### src/rtl/ready_skid_reg.sv
// ready_skid_reg
//   Two-entry skid buffer for a valid/ready stream. Both the forward
//   (valid/data) and backward (ready) directions are registered, so there is
//   no combinational path from any input to any output. This lets a long
//   out_ready -> in_ready timing path be cut while still sustaining one beat
//   per cycle.
//
// Ports
//   clk        in   1           clock, all logic on the rising edge
//   rst        in   1           synchronous reset, active-high
//   in_valid   in   1           upstream beat valid
//   in_ready   out  1           upstream ready, straight from a flop
//   in_data    in   DATA_WIDTH  upstream payload
//   out_valid  out  1           downstream beat valid, straight from a flop
//   out_ready  in   1           downstream ready
//   out_data   out  DATA_WIDTH  downstream payload, straight from the main flop
//   occupancy  out  2           beats currently held (0, 1 or 2)

module ready_skid_reg #(
  parameter int DATA_WIDTH = 8
) (
  input  logic                  clk,
  input  logic                  rst,
  input  logic                  in_valid,
  output logic                  in_ready,
  input  logic [DATA_WIDTH-1:0] in_data,
  output logic                  out_valid,
  input  logic                  out_ready,
  output logic [DATA_WIDTH-1:0] out_data,
  output logic [1:0]            occupancy
);

  typedef enum logic [1:0] {
    ST_EMPTY = 2'd0,
    ST_BUSY  = 2'd1,
    ST_FULL  = 2'd2
  } state_e;

  state_e                state_q, state_d;
  logic [DATA_WIDTH-1:0] main_q, main_d;
  logic [DATA_WIDTH-1:0] skid_q, skid_d;
  logic                  out_valid_q, out_valid_d;
  logic                  in_ready_q, in_ready_d;
  logic [1:0]            occ_q, occ_d;

  logic in_fire;
  logic out_fire;

  // Handshakes are qualified with the registered outputs, never with any
  // combinational decode, so the ready path stays flop-to-flop.
  assign in_fire  = in_valid & in_ready_q;
  assign out_fire = out_valid_q & out_ready;

  always_comb begin
    state_d = state_q;
    main_d  = main_q;
    skid_d  = skid_q;

    case (state_q)
      ST_EMPTY: begin
        if (in_fire) begin
          main_d  = in_data;
          state_d = ST_BUSY;
        end
      end
      ST_BUSY: begin
        if (in_fire && out_fire) begin
          // Pass-through: the departing beat is replaced in the same cycle.
          main_d = in_data;
        end else if (in_fire) begin
          // Downstream stalled: park the new beat behind the main entry.
          skid_d  = in_data;
          state_d = ST_FULL;
        end else if (out_fire) begin
          state_d = ST_EMPTY;
        end
      end
      ST_FULL: begin
        // in_ready is low here, so in_valid cannot fire.
        if (out_fire) begin
          main_d  = skid_q;
          state_d = ST_BUSY;
        end
      end
      default: begin
        state_d = ST_EMPTY;
      end
    endcase

    // Output flops are loaded from the next state so they always agree with
    // state_q after the edge.
    out_valid_d = (state_d != ST_EMPTY);
    in_ready_d  = (state_d != ST_FULL);
    case (state_d)
      ST_BUSY: occ_d = 2'd1;
      ST_FULL: occ_d = 2'd2;
      default: occ_d = 2'd0;
    endcase
  end

  always_ff @(posedge clk) begin
    if (rst) begin
      state_q     <= ST_EMPTY;
      main_q      <= '0;
      skid_q      <= '0;
      out_valid_q <= 1'b0;
      in_ready_q  <= 1'b1;
      occ_q       <= 2'd0;
    end else begin
      state_q     <= state_d;
      main_q      <= main_d;
      skid_q      <= skid_d;
      out_valid_q <= out_valid_d;
      in_ready_q  <= in_ready_d;
      occ_q       <= occ_d;
    end
  end

  assign in_ready  = in_ready_q;
  assign out_valid = out_valid_q;
  assign out_data  = main_q;
  assign occupancy = occ_q;

endmodule
### config.mk
export PLATFORM = sky130hd
export DESIGN_NAME = ready_skid_reg
export DESIGN_NICKNAME = d
export VERILOG_FILES = /design/src/rtl/ready_skid_reg.sv
export SDC_FILE = /design/constraint.sdc
export NUM_CORES = 1
export LEC_CHECK = 0
export ABC_CLOCK_PERIOD_IN_PS = 1800
export CORE_MARGIN = 2
export CORE_UTILIZATION = 30
export CTS_BUF_LIST = sky130_fd_sc_hd__clkbuf_16
export DETAILED_ROUTE_END_ITERATION = 12
export MAX_ROUTING_LAYER = met4
export PLACE_DENSITY = 0.54
export SYNTH_ARGS = -nofsm -noshare
export SYNTH_HDL_FRONTEND = slang
export SYNTH_SLANG_ARGS = --single-unit
### constraint.sdc
create_clock -name clk -period 1.8 [get_ports clk]
set_input_delay 0.36 -clock clk [delete_from_list [all_inputs] [get_ports clk]]
set_output_delay 0.36 -clock clk [all_outputs]
set_load 0.01 [all_outputs]
==> flow_summary.yaml, run 1 <==
grt:
  antenna_found_initial: 0
  grtUsageTotal: 0.133
  grt.overflow.total: 0
  grt_pass1_vias: 809
  grt_max_degree: 18
  grt_pass1_wl_um: 4020
critical_path:
  reg2reg_setup_slack_ns: 0.44
  crit_chain: "clkdlybuf4s50_1"
  r2r_start: "out_valid"
  start_kind: "flip-flop"
  critPathBufInv: 1
  crit_family: "buffers and inverters"
  timing.rr.end: "out_data[3]"
  crit_required_ns: 1.44
  path_class: "flip-flop to output pin"
  critPathMaxStageDelay_ns: 0.60
  cp_max_fo: 8
  cp_slowest_cell: "clkdlybuf4s50_1"
  end_kind: "output pin"
  critPathArrivalTime_ns: 1.38
  r2r_cells: 3
clocking:
  root_buffer: "clkbuf_16"
  numClockSinks: 22
  clkTransAtPathRegs_ns: 0.06
  numCtsBuffers: 3
  post_cts_buffers: 0
  htree_num_levels: 1
  cts_resized: 0
  cts_hold_buf: 0
  clk_latency_ns: 0.26
  cts_tree: "built"
  cts_max_path_buffers: 2
die:
  fp.dieW_um: 62.8
  die_area_um2: 3940
  io_pins: 24
  coreArea_um2: 3340
  start_util: 0.310
  rows: 21
  die_h_um: 62.8
synthesis:
  netlist.area_leader.share: 0.425
  synthArstFlopShare: 0
  synth_ff_type: "dfxtp_1"
  netlist_area_um2: 1040
  yosysTopAreaCell: "dfxtp_1"
  yosysMostFrequentCell: "dfxtp_1"
  ys_seq_area_frac: 0.425
  syn_avg_cell_area_um2: 10.4
  yosys_warnings: 0
  synth_common_cells: "22 x dfxtp_1, 16 x a211oi_1, 9 x o21ai_0"
  synthTopCellsByArea: "dfxtp_1 43%, a211oi_1 12%, mux2i_1 7.7%, buf_6 5.4%, o21ai_0 4.3%"
  synth_cell_type_count: 26
  mappedNetlistNets: 112
  synth-seq-cells: 22
  synth_edf_count: 0
  syn_inst: 100
sta:
  tightest_slew_ns: 0.341
  setup-tns-final_ns: 0
  min_period_ns: 1.74
  rsz0062_at_grt: "false"
  slew_violations: 0
  clock.fmax_ghz: 0.574
  setup_viol: 0
  fin_crit_sh: 0.968
  hold_viol: 0
  finalClockSkew_ns: 0.00305
  setup_slack_ns: 0.0584
  max_slew_margin: 0.772
hold_path:
  whs_path_depth: 2
  hp-start: "skid_q[1]"
  hp-class: "flip-flop to flip-flop"
  whs_endpoint: "skid_q[1]"
placement:
  placedCellCount: 166
  placed_cell_area_um2: 1300
  globalplace.congestion: 0.711
  portBuffers: 23
  place_ws_ns: -0.0693
  hpwl_um: 1680
layout:
  layout-drive-gt1-share: 0.153
  final_cells: 170
  diodes: 0
  num-fill-cells: 348
  area_growth_pct: 35.6
  final_nets: 137
  fin_area_um2: 1410
detailed_routing:
  wl_per_cell_um: 14.0
  vias: 848
  drc: 0
  drt_wl_total_um: 2380
  detailedRoute.firstIterationViolations: 17
  via_per_inst: 4.99
  postRouteAntennaNets: 0
  drt_pass1_iterations: 4
power:
  p_per_area_nw_per_um2: 1080
  ir_drop_uv: 371
  cellLeakagePower_uw: 0.000535
run_status:
  status: "finished, final reports clean"
run:
  cap_violations: 0
==> layout by cell type (no fill, tap or decap) <==
| cell | Yosys | layout |
|---|---|---|
| nand4_1 | 1 | 1 |
| clkdlybuf4s50_1 | 0 | 23 |
| bufinv_16 | 0 | 1 |
| and3b_1 | 1 | 1 |
| dfxtp_1 | 22 | 22 |
| o22ai_4 | 1 | 1 |
| a21oi_1 | 8 | 8 |
| nand3_1 | 8 | 8 |
| a21boi_4 | 1 | 1 |
| a21bo_2 | 0 | 1 |
| buf_12 | 0 | 1 |
| a211oi_1 | 16 | 16 |
| nand3b_1 | 1 | 1 |
| nand2_1 | 3 | 3 |
| clkbuf_16 | 0 | 3 |
| buf_4 | 0 | 6 |
| a221o_1 | 1 | 1 |
| a221oi_1 | 2 | 2 |
| mux2i_1 | 8 | 8 |
| a21o_1 | 1 | 1 |
| o21ai_0 | 9 | 9 |
| nor3b_1 | 1 | 1 |
| or2b_4 | 1 | 1 |
| and4bb_2 | 2 | 2 |
| and4b_2 | 1 | 1 |
| a21oi_2 | 1 | 1 |
==> through the flow <==
stage	hold slack (ns)	total power, uW	utilization
floorplan	0.453	779	-
global placement	0.459	895	0.390
detailed placement	0.466	902	0.390
CTS	0.474	1520	0.421
global route	0.493	1570	0.421
finish	0.476	1510	0.421
==> sequential cells by signal, indices dropped and copies added, names as in the netlist <==
| name | count |
|---|---|
| occupancy | 2 |
| in_ready | 1 |
| out_data | 8 |
| skid_q | 8 |
| state_q | 2 |
| out_valid | 1 |
==> cell families (layout without fill, tap and decap cells) <==
logic type	after synthesis	in the layout	synth area share
mux	8	8	0.0773
buf+inv	10	34	0.0857
flops	22	22	0.425
simple gates	19	19	0.124
compound gates	41	41	0.287
==> routing by layer <==
metal  vias up  share of wire  wire [um]  global-route usage
li1        434              -          -                   -
met1       389           0.47       1130               0.171
met2        20           0.46       1100               0.195
met3         5          0.040         95              0.0234
met4         0          0.025         59              0.0806
met5         -              0          0                   -
==> how the worst max path moves through the flow <==
stage / from / endpoint / depth (start not counted)
after floorplan: out_ready / out_data[2] / 6
after global placement: out_ready / out_data[2] / 4
after detailed placement: out_ready / out_data[3] / 4
after CTS: out_valid / out_valid / 1
after global routing: out_valid / out_valid / 1
final: out_valid / out_valid / 1
==> where the power goes <==
part / switching, uW / leakage (uW) / total [uW] / internal [uW]
clock: 181 / 0.0000511 / 622 / 442
combinational: 149 / 0.000303 / 323 / 174
sequential: 33.7 / 0.000181 / 568 / 535
total: 363 / 0.000535 / 1510 / 1150
==> layout make-up <==
cell class | instances | area (um^2) | share of cell area
Multi-Input combinational cell | 68 | 507 | 0.361
Clock inverter | 1 | 30.0 | 0.0214
Clock buffer | 3 | 75.1 | 0.0534
Timing Repair Buffer | 30 | 295 | 0.210
Tap cell | 46 | 57.6 | 0.0410
Sequential cell | 22 | 440 | 0.313
(Power assumes the default switching activity.)
==> run 2: changes to the inputs <==
--- a/config.mk
+++ b/config.mk
@@ -6,12 +6,13 @@
 export NUM_CORES = 1
 export LEC_CHECK = 0
 export ABC_CLOCK_PERIOD_IN_PS = 1800
+export CORE_ASPECT_RATIO = 1.5
 export CORE_MARGIN = 2
 export CORE_UTILIZATION = 30
 export CTS_BUF_LIST = sky130_fd_sc_hd__clkbuf_16
 export DETAILED_ROUTE_END_ITERATION = 12
 export MAX_ROUTING_LAYER = met4
-export PLACE_DENSITY = 0.54
+export PLACE_DENSITY_LB_ADDON = 0.05
 export SYNTH_ARGS = -nofsm -noshare
 export SYNTH_HDL_FRONTEND = slang
 export SYNTH_SLANG_ARGS = --single-unit
==> run 2 against run 1 <==
Against the previous run:
- global-route usage increased by 0.95 points
- first-iteration DRC count is 110% higher
- maximum frequency is 0.60% higher
- final cell count decreased by 2.9%
==> flow_summary.yaml, run 2 (synthesis results as in run 1) <==
detailed_routing:
  postRouteAntennaNets: 0
  drt_wl_total_um: 2480
  via_per_inst: 5.37
  wl_per_cell_um: 15.0
  detailedRoute.firstIterationViolations: 36
  drt_pass1_iterations: 4
  vias: 886
  drc: 0
clocking:
  cts_max_path_buffers: 2
  root_buffer: "clkbuf_16"
  post_cts_buffers: 0
  htree_num_levels: 1
  numCtsBuffers: 3
  clk_latency_ns: 0.25
  clkTransAtPathRegs_ns: 0.05
  numClockSinks: 22
  cts_tree: "built"
sta:
  min_period_ns: 1.73
  finalClockSkew_ns: 0.00145
  max_slew_margin: 0.772
  slew_violations: 0
  clock.fmax_ghz: 0.578
  fin_crit_sh: 0.962
  setup-tns-final_ns: 0
  setup_viol: 0
  rsz0062_at_grt: "false"
  hold_viol: 0
  tightest_slew_ns: 0.342
  whs_ns: 0.474
critical_path:
  critPathMaxStageDelay_ns: 0.60
  critPathArrivalTime_ns: 1.37
  crit_family: "buffers and inverters"
  reg2reg_setup_slack_ns: 0.39
  crit_chain: "clkdlybuf4s50_1"
  critPathBufInv: 1
  cp_slowest_cell: "clkdlybuf4s50_1"
  cp_max_fo: 8
  start_kind: "flip-flop"
  path_class: "flip-flop to output pin"
  end_kind: "output pin"
  crit_required_ns: 1.44
die:
  die_h_um: 76.0
  io_pins: 24
  rows: 26
  start_util: 0.309
  coreArea_um2: 3350
  fp.dieW_um: 52.0
  die_area_um2: 3950
power:
  intPower_uw: 997
  power_uw: 1340
  cellLeakagePower_uw: 0.000517
  p_switching_uw: 345
  p_comb_frac: 0.237
  seq_power_share: 0.426
  p_per_area_nw_per_um2: 988
  clkPwrFrac: 0.337
  ir_drop_uv: 492
  p_sw_frac: 0.257
layout:
  layout_commonest_cell: "clkdlybuf4s50_1"
  layout-drive-gt1-share: 0.146
  final_nets: 137
  final_cell_mix: "23 x clkdlybuf4s50_1, 22 x dfxtp_1, 16 x a211oi_1, 9 x o21ai_0"
  utilization: 0.405
  diodes: 0
  final_cells: 165
  area_growth_pct: 31.0
  num-fill-cells: 341
grt:
  grt.overflow.total: 0
  grt_pass1_vias: 870
  grt_max_degree: 18
  antenna_found_initial: 0
  grtUsageTotal: 0.143
  grt_pass1_wl_um: 4250
placement:
  globalplace.congestion: 0.723
  portBuffers: 23
  placedCellCount: 162
  hpwl_um: 1730
run:
  cap_violations: 0
hold_path:
  hp-class: "flip-flop to flip-flop"
run_status:
  status: "finished, final reports clean"
-- run 2: area by class of cell --
| class | count | area (um^2) | share of cell area |
|---|---|---|---|
| multi-input cells | 68 | 507 | 0.373 |
| flip-flops and latches | 22 | 440 | 0.324 |
| repair buffers | 30 | 283 | 0.208 |
| clock buffers | 3 | 75.1 | 0.0553 |
| well taps | 42 | 52.6 | 0.0387 |
-- run 2: path summary, 6_finish.rpt --
kind	cells past startpoint	from	end
max reg2reg	3	state_q[1]	out_data[5]
max	1	out_valid	out_valid
min	2	skid_q[2]	skid_q[2]
min reg2reg	2	skid_q[2]	skid_q[2]
-- run 2: layer usage --
layer  global-route usage  vias up  part of all wire
met2                0.227       19              0.51
met3               0.0196        4             0.029
met1                0.179      431              0.45
met4               0.0553        0             0.014
li1                     -      432                 -
met5                    -        -                 0
-- run 2: stage by stage --
step                worst slack [ns]  cell area [um^2]
global route                  0.0116              1360
floorplan                      0.496              1040
CTS                           0.0440              1360
global placement              -0.103              1280
detailed placement            -0.133              1280
finish                        0.0688              1360
-- run 2: power by group through the flow --
stage / Combinational (uW) / Clock (uW) / Sequential, uW
finish: 319 / 452 / 571
global route: 349 / 492 / 577
CTS: 322 / 464 / 572
detailed placement: 321 / 0 / 582
global placement: 320 / 0 / 582
floorplan: 194 / 0 / 586
-- run 2: what timing repair did --
action / 4_1_cts / 5_1_grt
hold buffers: 0 / 0
setup endpoints to repair: 0 / 3
resized for setup: 0 / 1
==> run 3: changes to the inputs <==
--- a/config.mk
+++ b/config.mk
@@ -13,6 +13,7 @@
 export DETAILED_ROUTE_END_ITERATION = 12
 export MAX_ROUTING_LAYER = met4
 export PLACE_DENSITY_LB_ADDON = 0.05
+export SKIP_LAST_GASP = 1
 export SYNTH_ARGS = -nofsm -noshare
 export SYNTH_HDL_FRONTEND = slang
 export SYNTH_SLANG_ARGS = --single-unit
==> constraint.sdc (replaced) <==
create_clock -name clk -period 1.8 [get_ports clk]
set_input_delay 0.27 -clock clk [delete_from_list [all_inputs] [get_ports clk]]
set_output_delay 0.27 -clock clk [all_outputs]
set_load 0.01 [all_outputs]
==> run 3 against run 2 <==
Against the previous run:
- critical endpoint unchanged
- final cell count did not move
- hold slack improved by 0.0042 ns
- critical path type unchanged
- sequential power about the same
- global-route usage up 0.20 points
- cell area is the same
- total power is 0.66% higher
==> flow_summary.yaml, run 3 (synthesis results as in run 1) <==
run_status:
  status: "finished, final reports clean"
layout:
  layout_commonest_cell: "clkdlybuf4s50_1"
  area_growth_pct: 31.0
  final_nets: 137
  layout-drive-gt1-share: 0.138
  final_cell_mix: "23 x clkdlybuf4s50_1, 22 x dfxtp_1, 16 x a211oi_1, 9 x o21ai_0"
  num-fill-cells: 342
  utilization: 0.405
  diodes: 0
  fin_area_um2: 1360
power:
  power_uw: 1350
  p_sw_frac: 0.261
  p_comb_frac: 0.237
  p_per_area_nw_per_um2: 995
  seq_power_share: 0.422
  cellLeakagePower_uw: 0.000518
  clkPwrFrac: 0.341
  ir_drop_uv: 432
  intPower_uw: 998
  p_switching_uw: 352
sta:
  hold_viol: 0
  max_slew_margin: 0.650
  setup-tns-final_ns: 0
  finalClockSkew_ns: 0.00352
  fin_crit_sh: 0.912
  slew_violations: 0
  tightest_slew_ns: 0.525
  clock.fmax_ghz: 0.609
  rsz0062_at_grt: "false"
  min_period_ns: 1.64
  setup_slack_ns: 0.158
  setup_viol: 0
grt:
  use_met2: 0.222
  grtUsageTotal: 0.145
  gr-usage-met3: 0.0235
  grt_use_met1: 0.180
  grt.overflow.total: 0
  grt_pass1_wl_um: 4170
  top_usage_layer: "met2"
  antenna_found_initial: 0
  grt_max_degree: 18
  grt_pass1_vias: 853
clocking:
  cts_resized: 0
  post_cts_buffers: 0
  cts_max_path_buffers: 2
  numClockSinks: 22
  numCtsBuffers: 3
  cts_hold_buf: 0
  clk_latency_ns: 0.25
  cts_tree: "built"
  clkTransAtPathRegs_ns: 0.06
  root_buffer: "clkbuf_16"
  htree_num_levels: 1
die:
  rows: 26
  start_util: 0.309
  die_area_um2: 3950
  fp.dieW_um: 52.0
  coreArea_um2: 3350
  io_pins: 24
  die_h_um: 76.0
placement:
  portBuffers: 23
  placed_cell_area_um2: 1280
  place_ws_ns: -0.0560
  hpwl_um: 1720
  globalplace.congestion: 0.744
detailed_routing:
  wl_per_cell_um: 15.1
  drc: 0
  drt_wl_total_um: 2490
  via_per_inst: 5.33
  vias: 879
  drt_pass1_iterations: 4
  detailedRoute.firstIterationViolations: 40
  postRouteAntennaNets: 0
critical_path:
  cp_slowest_cell: "clkdlybuf4s50_1"
  end_kind: "output pin"
  critPathBufInv: 1
  cp_max_fo: 8
  critPathArrivalTime_ns: 1.37
  crit_chain: "clkdlybuf4s50_1"
  critPathMaxStageDelay_ns: 0.60
  path_class: "flip-flop to output pin"
  crit_family: "buffers and inverters"
  crit_required_ns: 1.53
  start_kind: "flip-flop"
hold_path:
  hp-class: "flip-flop to flip-flop"
run:
  cap_violations: 0
run 3: cell counts in the layout (fill, tap and decap cells not counted):
No cell type changed its count.
run 3: per-stage QoR:
step | hold WS, ns | cells
floorplan | 0.418 | 100
global placement | 0.463 | 162
detailed placement | 0.468 | 162
CTS | 0.478 | 165
global route | 0.488 | 165
finish | 0.479 | 165
run 3: metal layers:
metal | wire length (um) | vias up
met5 | 0 | -
met4 | 55 | 0
met3 | 89 | 5
met2 | 1260 | 20
met1 | 1090 | 418
li1 | - | 436
run 3: power by group through the flow:
stage | combinational, uW | clock, uW | sequential [uW]
floorplan | 194 | 0 | 586
global placement | 320 | 0 | 580
detailed placement | 322 | 0 | 581
CTS | 325 | 477 | 570
global route | 350 | 500 | 577
finish | 320 | 461 | 569
run 3: worst paths after layout:
check	from	to	slack, ns	depth (start not counted)
worst max-delay path	out_valid	out_valid	0.16	1
worst min-delay path	skid_q[1]	skid_q[1]	0.48	2
worst max register to register	out_valid	out_data[1]	0.31	3
worst min register to register	skid_q[1]	skid_q[1]	0.48	2
run 3: worst min-delay path, cell delays in order (launching register included):
cell,delay [ns]
dfxtp_1,0.30
o21ai_0,0.06
a21oi_1,0.06
run 3: final cells by class:
class                           instances  area [um^2]  share of cell area
Sequential cell                        22          440               0.324
Timing Repair Buffer                   30          283               0.208
Clock buffer                            3         75.1              0.0553
Multi-Input combinational cell         68          507               0.373
Tap cell                               42         52.6              0.0387
